[src/rtl/ifu_pkg.sv]
// ifu_pkg: shared types and constants for the instruction fetch unit.
//   ifu_state_e       - fetch FSM state encoding
//   WORD_BYTES        - bytes per instruction word (PC step)
//   DEFAULT_RESET_PC  - default PC loaded on reset
package ifu_pkg;

  typedef enum logic [1:0] {
    IDLE = 2'd0,
    RUN  = 2'd1,
    HALT = 2'd2
  } ifu_state_e;

  localparam int unsigned WORD_BYTES = 4;

  localparam logic [31:0] DEFAULT_RESET_PC = 32'h0000_0000;

endpackage : ifu_pkg

[src/rtl/instr_fetch_unit.sv]
// instr_fetch_unit: owns the PC, addresses the combinational-read instruction
// memory and registers the returned word into an IF/ID stage toward decode.
//
// Ports
//   clk_i, rst_i          clock, async active-low reset
//   start_i               leave IDLE and begin fetching
//   pc_addr_o / instr_i   byte address to memory / word returned
//   redirect_i/_pc_i      branch/jump taken, target byte address
//   valid_o / ready_i     output-stage handshake toward decode
//   instr_o, pc_o         fetched word and its PC
//   pc_plus4_o            pc_o + 4 (wraps)
//   halted_o              FSM in HALT
//   misalign_o            sticky: a redirect target had nonzero bits [1:0]
//
// state | meaning
// ------+-------------------------------------------------------------
// IDLE  | waiting for start_i; redirects only load the PC
// RUN   | fetching one word per cycle when the output stage can take it
// HALT  | PC ran past the memory; output drains, redirect in range resumes
module instr_fetch_unit
  import ifu_pkg::*;
#(
  parameter int unsigned        ADDR_W    = 32,
  parameter int unsigned        MEM_WORDS = 32,
  parameter logic [ADDR_W-1:0]  RESET_PC  = ADDR_W'(DEFAULT_RESET_PC)
) (
  input  logic              clk_i,
  input  logic              rst_i,
  input  logic              start_i,
  output logic [ADDR_W-1:0] pc_addr_o,
  input  logic [31:0]       instr_i,
  input  logic              redirect_i,
  input  logic [ADDR_W-1:0] redirect_pc_i,
  output logic              valid_o,
  input  logic              ready_i,
  output logic [31:0]       instr_o,
  output logic [ADDR_W-1:0] pc_o,
  output logic [ADDR_W-1:0] pc_plus4_o,
  output logic              halted_o,
  output logic              misalign_o
);

  localparam logic [ADDR_W-1:0] PC_LIMIT = ADDR_W'(MEM_WORDS * WORD_BYTES);
  localparam logic [ADDR_W-1:0] PC_STEP  = ADDR_W'(WORD_BYTES);

  ifu_state_e        state_q, state_d;
  logic [ADDR_W-1:0] pc_q;
  logic              valid_q;
  logic [31:0]       instr_q;
  logic [ADDR_W-1:0] pc_out_q;
  logic              misalign_q;

  logic [ADDR_W-1:0] redirect_aligned;
  logic              pc_in_range;
  logic              target_in_range;
  logic              fire;
  logic              capture_en;

  assign redirect_aligned = {redirect_pc_i[ADDR_W-1:2], 2'b00};
  assign pc_in_range      = (pc_q < PC_LIMIT);
  assign target_in_range  = (redirect_aligned < PC_LIMIT);
  assign fire             = valid_q && ready_i;
  assign capture_en       = (!valid_q || ready_i) && (state_q == RUN)
                            && !redirect_i && pc_in_range;

  // State register
  always_ff @(posedge clk_i or negedge rst_i) begin
    if (!rst_i) begin
      state_q <= IDLE;
    end else begin
      state_q <= state_d;
    end
  end

  // Next-state logic; redirect outranks everything in every state
  always_comb begin
    state_d = state_q;
    unique case (state_q)
      IDLE: begin
        if (!redirect_i && start_i) state_d = RUN;
      end
      RUN: begin
        if (!redirect_i && !pc_in_range) state_d = HALT;
      end
      HALT: begin
        if (redirect_i && target_in_range) state_d = RUN;
      end
      default: state_d = IDLE;
    endcase
  end

  // PC and IF/ID output stage
  always_ff @(posedge clk_i or negedge rst_i) begin
    if (!rst_i) begin
      pc_q       <= RESET_PC;
      valid_q    <= 1'b0;
      instr_q    <= '0;
      pc_out_q   <= '0;
      misalign_q <= 1'b0;
    end else begin
      if (redirect_i) begin
        // In-flight instruction is dropped even if decode takes it this cycle.
        pc_q    <= redirect_aligned;
        valid_q <= 1'b0;
        if (redirect_pc_i[1:0] != 2'b00) misalign_q <= 1'b1;
      end else if (capture_en) begin
        instr_q  <= instr_i;
        pc_out_q <= pc_q;
        valid_q  <= 1'b1;
        pc_q     <= pc_q + PC_STEP;
      end else if (fire) begin
        valid_q <= 1'b0;
      end
    end
  end

  // Outputs
  always_comb begin
    pc_addr_o  = pc_q;
    valid_o    = valid_q;
    instr_o    = instr_q;
    pc_o       = pc_out_q;
    pc_plus4_o = pc_out_q + PC_STEP;
    halted_o   = (state_q == HALT);
    misalign_o = misalign_q;
  end

endmodule : instr_fetch_unit

[config.mk]
export PLATFORM = sky130hd
export DESIGN_NAME = instr_fetch_unit
export DESIGN_NICKNAME = d
export VERILOG_FILES = /design/src/rtl/ifu_pkg.sv /design/src/rtl/instr_fetch_unit.sv
export SDC_FILE = /design/constraint.sdc
export NUM_CORES = 1
export LEC_CHECK = 0
export CAP_MARGIN = 20
export CELL_PAD_IN_SITES_DETAIL_PLACEMENT = 0
export CELL_PAD_IN_SITES_GLOBAL_PLACEMENT = 1
export CORE_MARGIN = 1.5
export CORE_UTILIZATION = 27
export CTS_CLUSTER_DIAMETER = 50
export DETAILED_ROUTE_END_ITERATION = 8
export GPL_ROUTABILITY_DRIVEN = 1
export PLACE_DENSITY_LB_ADDON = 0.1
export SKIP_LAST_GASP = 1
export SLEW_MARGIN = 20
export SYNTH_ARGS = -nofsm -noshare
export SYNTH_HDL_FRONTEND = slang
export SYNTH_SLANG_ARGS = --single-unit
[constraint.sdc]
create_clock -name clk_i -period 3.25 [get_ports clk_i]
set_clock_uncertainty 0.1 [all_clocks]
set_input_delay 0.65 -clock clk_i [delete_from_list [all_inputs] [get_ports clk_i]]
set_output_delay 0.65 -clock clk_i [all_outputs]
set_load 0.02 [all_outputs]
==> results.toml, run 1 <==
[floorplan]
fp.coreArea_um2 = 15300
start_util = 0.278
rows = 45
dieArea_um2 = 16500
chipWidth_um = 129
die_y_um = 129
ios = 200

[worst_setup_path]
start_kind = "flop"
critical_path_class = "flop to output pin"
max_stage_delay_ps = 420
cp_cell_sequence = "nand4_1 > nor4_2 > buf_4 > and3_1 > nand3_1 > xnor2_1 > dlygate4sd2_1"
critPathSlowestCell = "dfrtp_1"
cp-end-kind = "output pin"
cp_data_required_time_ps = 2500
critPathArrivalTime_ps = 2370
crit_fanout = 6

[final_layout]
fin_nets = 614
fillCellCount = 1459
area_growth_syn_to_layout_pct = 59.3
diodes = 0
seqCellArea_um2 = 2400
drive_gt1_frac = 0.179
multi_input_area_um2 = 1750

[hold_path]
hp-class = "primary input to asynchronous set/reset pin"

[synth]
yosysWarnings = 0
synth_most_common_cell = "dfrtp_1"
synth_area_um2 = 4260
synth_seq_cells = 96
synthArstFlopShare = 1.00
syn_avg_cell_area_um2 = 12.5
synth_ff_type = "dfrtp_1"
yosys.cell_types.count = 39
synth.largest_area_cell = "dfrtp_1"
synth_seq_area_share = 0.565
syn_inst = 341
synth_edf_count = 0
ys_top_cells_by_count = "dfrtp_1, mux2_2, nor2b_1"
yosys-top-cells-area = "dfrtp_1, mux2_2, xnor2_1"
synthDominantCellAreaShare = 0.565

[grt]
antenna_found_initial = 1
grt_pass1_wl_um = 18400
groute.usage.overall = 0.144
grt_max_degree = 50
grt_pass1_vias = 3382
overflow = 0

[detailed_routing]
drc = 0
totalWireLength_um = 11600
dr.pass1.iters = 4
vias_per_cell = 4.42
wl_per_cell_um = 15.3
vias = 3354
ant_nets = 0
drt_iter0_markers = 73

[clock_tree]
ctsHoldBuffers = 0
clock_latency_ps = 340
numCtsBuffers = 9
tritoncts = "yes"
htree_levels = 3
path_clk_slew_ps = 60
clock_sinks = 96
cts_setup_buffers = 0
cts_max_path_buffers = 2
cts_root_buffer = "clkbuf_16"

[pwr]
leakagePower_nw = 3.03
total_power_mw = 2.69
p_per_area_nw_per_um2 = 397
peakVddDrop_uv = 218

[sta]
grt_setup_unrepaired = "true"
max_freq_mhz = 321
slew_headroom = 0.565
worstMarginPinSlew_ps = 653
final_max_slew_viol_count = 0
finalSetupViolations = 0
finalCritPeriodShare = 0.959
min_period_ps = 3120
whs_ps = 231
finalHoldViolations = 0

[placed_design]
place_congestion = 0.716
placement.io_buffers = 193
dp_hpwl_um = 8670

[outcome]
outcome = "completed"

[run]
cap_violations = 0
## logic make-up (layout without fill, tap and decap cells)
| kind of cell | Yosys count | in the layout | share of synthesized area |
|---|---|---|---|
| xor gates and xnor gates | 29 | 29 | 0.0597 |
| adders and majority gates | 2 | 2 | 0.00588 |
| and+or+nand+nor | 111 | 111 | 0.146 |
| muxes | 62 | 62 | 0.164 |
| buffers and inverters | 24 | 226 | 0.0326 |
| AOI/OAI and AO/OA | 16 | 16 | 0.0265 |
| other | 1 | 6 | 0.000881 |
| DFF | 96 | 96 | 0.565 |
## critical path: cells and delay by family, from the launching register on
kind / cells / cell delay [ps]
buf+inv: 2 / 530
xor+xnor: 1 / 130
flops: 1 / 420
simple gates: 4 / 950
## where the power goes
part | switching [mW] | internal [mW]
Clock | 0.446 | 0.596
Sequential | 0.0509 | 1.24
Combinational | 0.162 | 0.197
## cell usage in the layout (no fill, tap or decap), types with 2 or more instances in the layout
cell type	count
o31ai_1	2
buf_4	9
clkbuf_16	9
nand2_1	19
nand3_1	14
nor2b_1	24
inv_1	6
clkinvlp_4	3
conb_1	6
nor2_1	13
buf_12	3
dlymetal6s2s_1	5
xnor2_1	21
and4_1	3
clkdlybuf4s50_1	178
mux2_2	61
ha_1	2
nand2b_1	3
dlygate4sd2_1	7
and3_1	5
dfrtp_2	2
nand4_1	10
xor2_1	8
a32oi_1	2
clkbuf_1	2
nor4_1	10
clkbuf_2	2
o21ai_0	5
dfrtp_1	94
## metrics by stage
stage | instance area (um2) | setup WS (ps) | cells | setup TNS (ps) | utilization
finish | 6780 | 132 | 759 | 0 | 0.443
global route | 6780 | -85.1 | 759 | -107 | 0.443
CTS | 6760 | -21.9 | 759 | -35.5 | 0.441
detailed placement | 6480 | 230 | 743 | 0 | 0.423
global placement | 6480 | 322 | 743 | 0 | 0.423
floorplan | 4270 | 578 | 346 | 0 | -
## area by class of cell
| class | instances | area share |
|---|---|---|
| flip-flops and latches | 96 | 0.355 |
| clock inverters | 5 | 0.00849 |
| repair buffers | 204 | 0.301 |
| well taps | 211 | 0.0389 |
| clock buffers | 11 | 0.0343 |
| inverters | 6 | 0.00332 |
| multi-input cells | 226 | 0.259 |
## final timing paths
kind                                            from                       to  slack [ps]  depth (start not counted)
hold / removal                                 rst_i  instr_o[28]$_DFFE_PN0P_         230                          1
setup / recovery                pc_o[10]$_DFFE_PN0P_           pc_plus4_o[31]         130                          7
max in group asynchronous                      rst_i     pc_o[23]$_DFFE_PN0P_        2130                          2
hold reg to reg               misalign_o$_DFFE_PN0P_   misalign_o$_DFFE_PN0P_         370                          1
setup reg to reg           pc_addr_o[24]$_DFFE_PN0P_  instr_o[20]$_DFFE_PN0P_         900                          5
min in group clk_i            misalign_o$_DFFE_PN0P_   misalign_o$_DFFE_PN0P_         370                          1
## state kept, by name, indices dropped and copies added, names as in the netlist
| name | count |
|---|---|
| state_q | 2 |
| misalign_o | 1 |
| pc_addr_o | 30 |
| pc_o | 30 |
| valid_o | 1 |
| instr_o | 32 |
## repair_timing
| item | 4_1_cts | 5_1_grt |
|---|---|---|
| gates resized for setup | 10 | 15 |
| pin swaps | 0 | 1 |
| cloned | 0 | 0 |
| setup endpoints to repair | 12 | 15 |
## routing by layer
metal | global-route usage | vias up | routed length, um
li1 | - | 1593 | -
met1 | 0.183 | 1622 | 5020
met2 | 0.227 | 128 | 5400
met3 | 0.0491 | 11 | 999
met4 | 0.0575 | 0 | 174
met5 | 0 | - | 0
Note: power is estimated with default switching activity, not from simulation.
==> run 2: changes to the inputs <==
- TNS_END_PERCENT: not set -> 50
- clock period: 3.25 -> 3.05 ns (I/O delays scaled with it)
==> results.toml, run 2 (synthesis gave the netlist of run 1 again) <==
[worst_setup_path]
cp_data_required_time_ps = 2340
critical_path_class = "flop to output pin"
max_stage_delay_ps = 620
crit_fanout = 6
start_kind = "flop"
cp_cell_sequence = "nand4_1 > nor4_2 > buf_4 > nand4_1 > xnor2_1 > clkdlybuf4s50_1"
cp-end-kind = "output pin"
cp_top_family = "buffers and inverters"
path_buf_inv = 2
cp_common_cell = "nand4_1"
critPathArrivalTime_ps = 2330
critPathSlowestCell = "clkdlybuf4s50_1"

[detailed_routing]
wl_per_cell_um = 15.0
vias_per_cell = 4.43
totalWireLength_um = 11400
vias = 3368
dr.pass1.iters = 4
drc = 0
ant_nets = 0
drt_iter0_markers = 63

[grt]
top_usage_layer = "met2"
grt_pass1_vias = 3512
grt_use_met1 = 0.171
antenna_found_initial = 0
groute.usage.overall = 0.145
grt_max_degree = 60
grtUsageMet3 = 0.0586
overflow = 0
grt_pass1_wl_um = 18500
use_met2 = 0.242

[final_layout]
fillCellCount = 1490
largest_reg_flops = 32
area_growth_syn_to_layout_pct = 60.7
fin_nets = 617
final_common_cell = "clkdlybuf4s50_1"
drive_gt1_frac = 0.178
diodes = 0
layout_common_cells = "clkdlybuf4s50_1, dfrtp_1, mux2_2, nor2b_1, xnor2_1"
instances_no_fill = 761

[sta]
min_period_ps = 3040
slew_headroom = 0.475
max_freq_mhz = 329
whs_ps = 244
grt_setup_unrepaired = "true"
final_max_slew_viol_count = 0
worstMarginPinSlew_ps = 788
finalSetupViolations = 0
finalCritPeriodShare = 0.996
finalHoldViolations = 0

[clock_tree]
cts_root_buffer = "clkbuf_16"
htree_levels = 3
path_clk_slew_ps = 60
clock_sinks = 96
numCtsBuffers = 9
clock_latency_ps = 340
tritoncts = "yes"
ctsHoldBuffers = 0
cts_max_path_buffers = 2

[placed_design]
dp_hpwl_um = 8480
placement.io_buffers = 193
placed_cells = 746
place_congestion = 0.732

[floorplan]
dieArea_um2 = 16500
ios = 200
start_util = 0.278
rows = 45
die_y_um = 129
chipWidth_um = 129
fp.coreArea_um2 = 15300

[pwr]
leakagePower_nw = 3.14
peakVddDrop_uv = 214
p_per_area_nw_per_um2 = 435

[hold_path]
hp-class = "primary input to asynchronous set/reset pin"

[run]
cap_violations = 0

[outcome]
outcome = "completed"
-- run 2: cell type report --
| cell class | count | area, um2 | area share |
|---|---|---|---|
| inverters | 6 | 22.5 | 0.00329 |
| clock inverters | 3 | 65.1 | 0.00952 |
| clock buffers | 12 | 256 | 0.0375 |
| well taps | 211 | 264 | 0.0386 |
| multi-input cells | 226 | 1750 | 0.256 |
| flip-flops and latches | 96 | 2400 | 0.351 |
| repair buffers | 207 | 2080 | 0.304 |
-- run 2: report_power, final --
part,internal [mW],switching [mW]
Combinational,0.209,0.172
Clock,0.757,0.460
Sequential,1.33,0.0522
-- run 2: stage by stage --
step	cell area, um2	setup WS [ps]	utilization	power [mW]	TNS [ps]
global placement	6500	192	0.424	1.79	0
CTS	6820	-169	0.445	3.04	-753
global route	6840	-143	0.446	3.13	-775
detailed placement	6500	131	0.424	1.79	0
floorplan	4270	418	-	1.55	0
finish	6840	12.4	0.446	2.98	0
-- run 2: path summary, 6_finish.rpt --
kind	depth (start not counted)	slack (ps)	to	startpoint
setup reg to reg	6	730	pc_addr_o[6]$_DFFE_PN0P_	pc_addr_o[24]$_DFFE_PN0P_
hold reg to reg	1	370	misalign_o$_DFFE_PN0P_	misalign_o$_DFFE_PN0P_
hold / removal	1	240	instr_o[28]$_DFFE_PN0P_	rst_i
max in group asynchronous	2	1930	instr_o[25]$_DFFE_PN0P_	rst_i
setup / recovery	6	10	pc_plus4_o[21]	pc_o[11]$_DFFE_PN0P_
min in group clk_i	1	370	misalign_o$_DFFE_PN0P_	misalign_o$_DFFE_PN0P_
-- run 2: what timing repair did --
action,4_1_cts,5_1_grt
endpoints found under the hold margin,0,0
endpoints found under the setup margin,16,18
pin swaps,0,1
resized for setup,10,11
setup buffers,0,0
-- run 2: routing by layer --
metal  vias up  wire length, um
li1       1603                -
met1      1631             4930
met2       124             5330
met3        10             1000
met4         0              133
met5         -                0
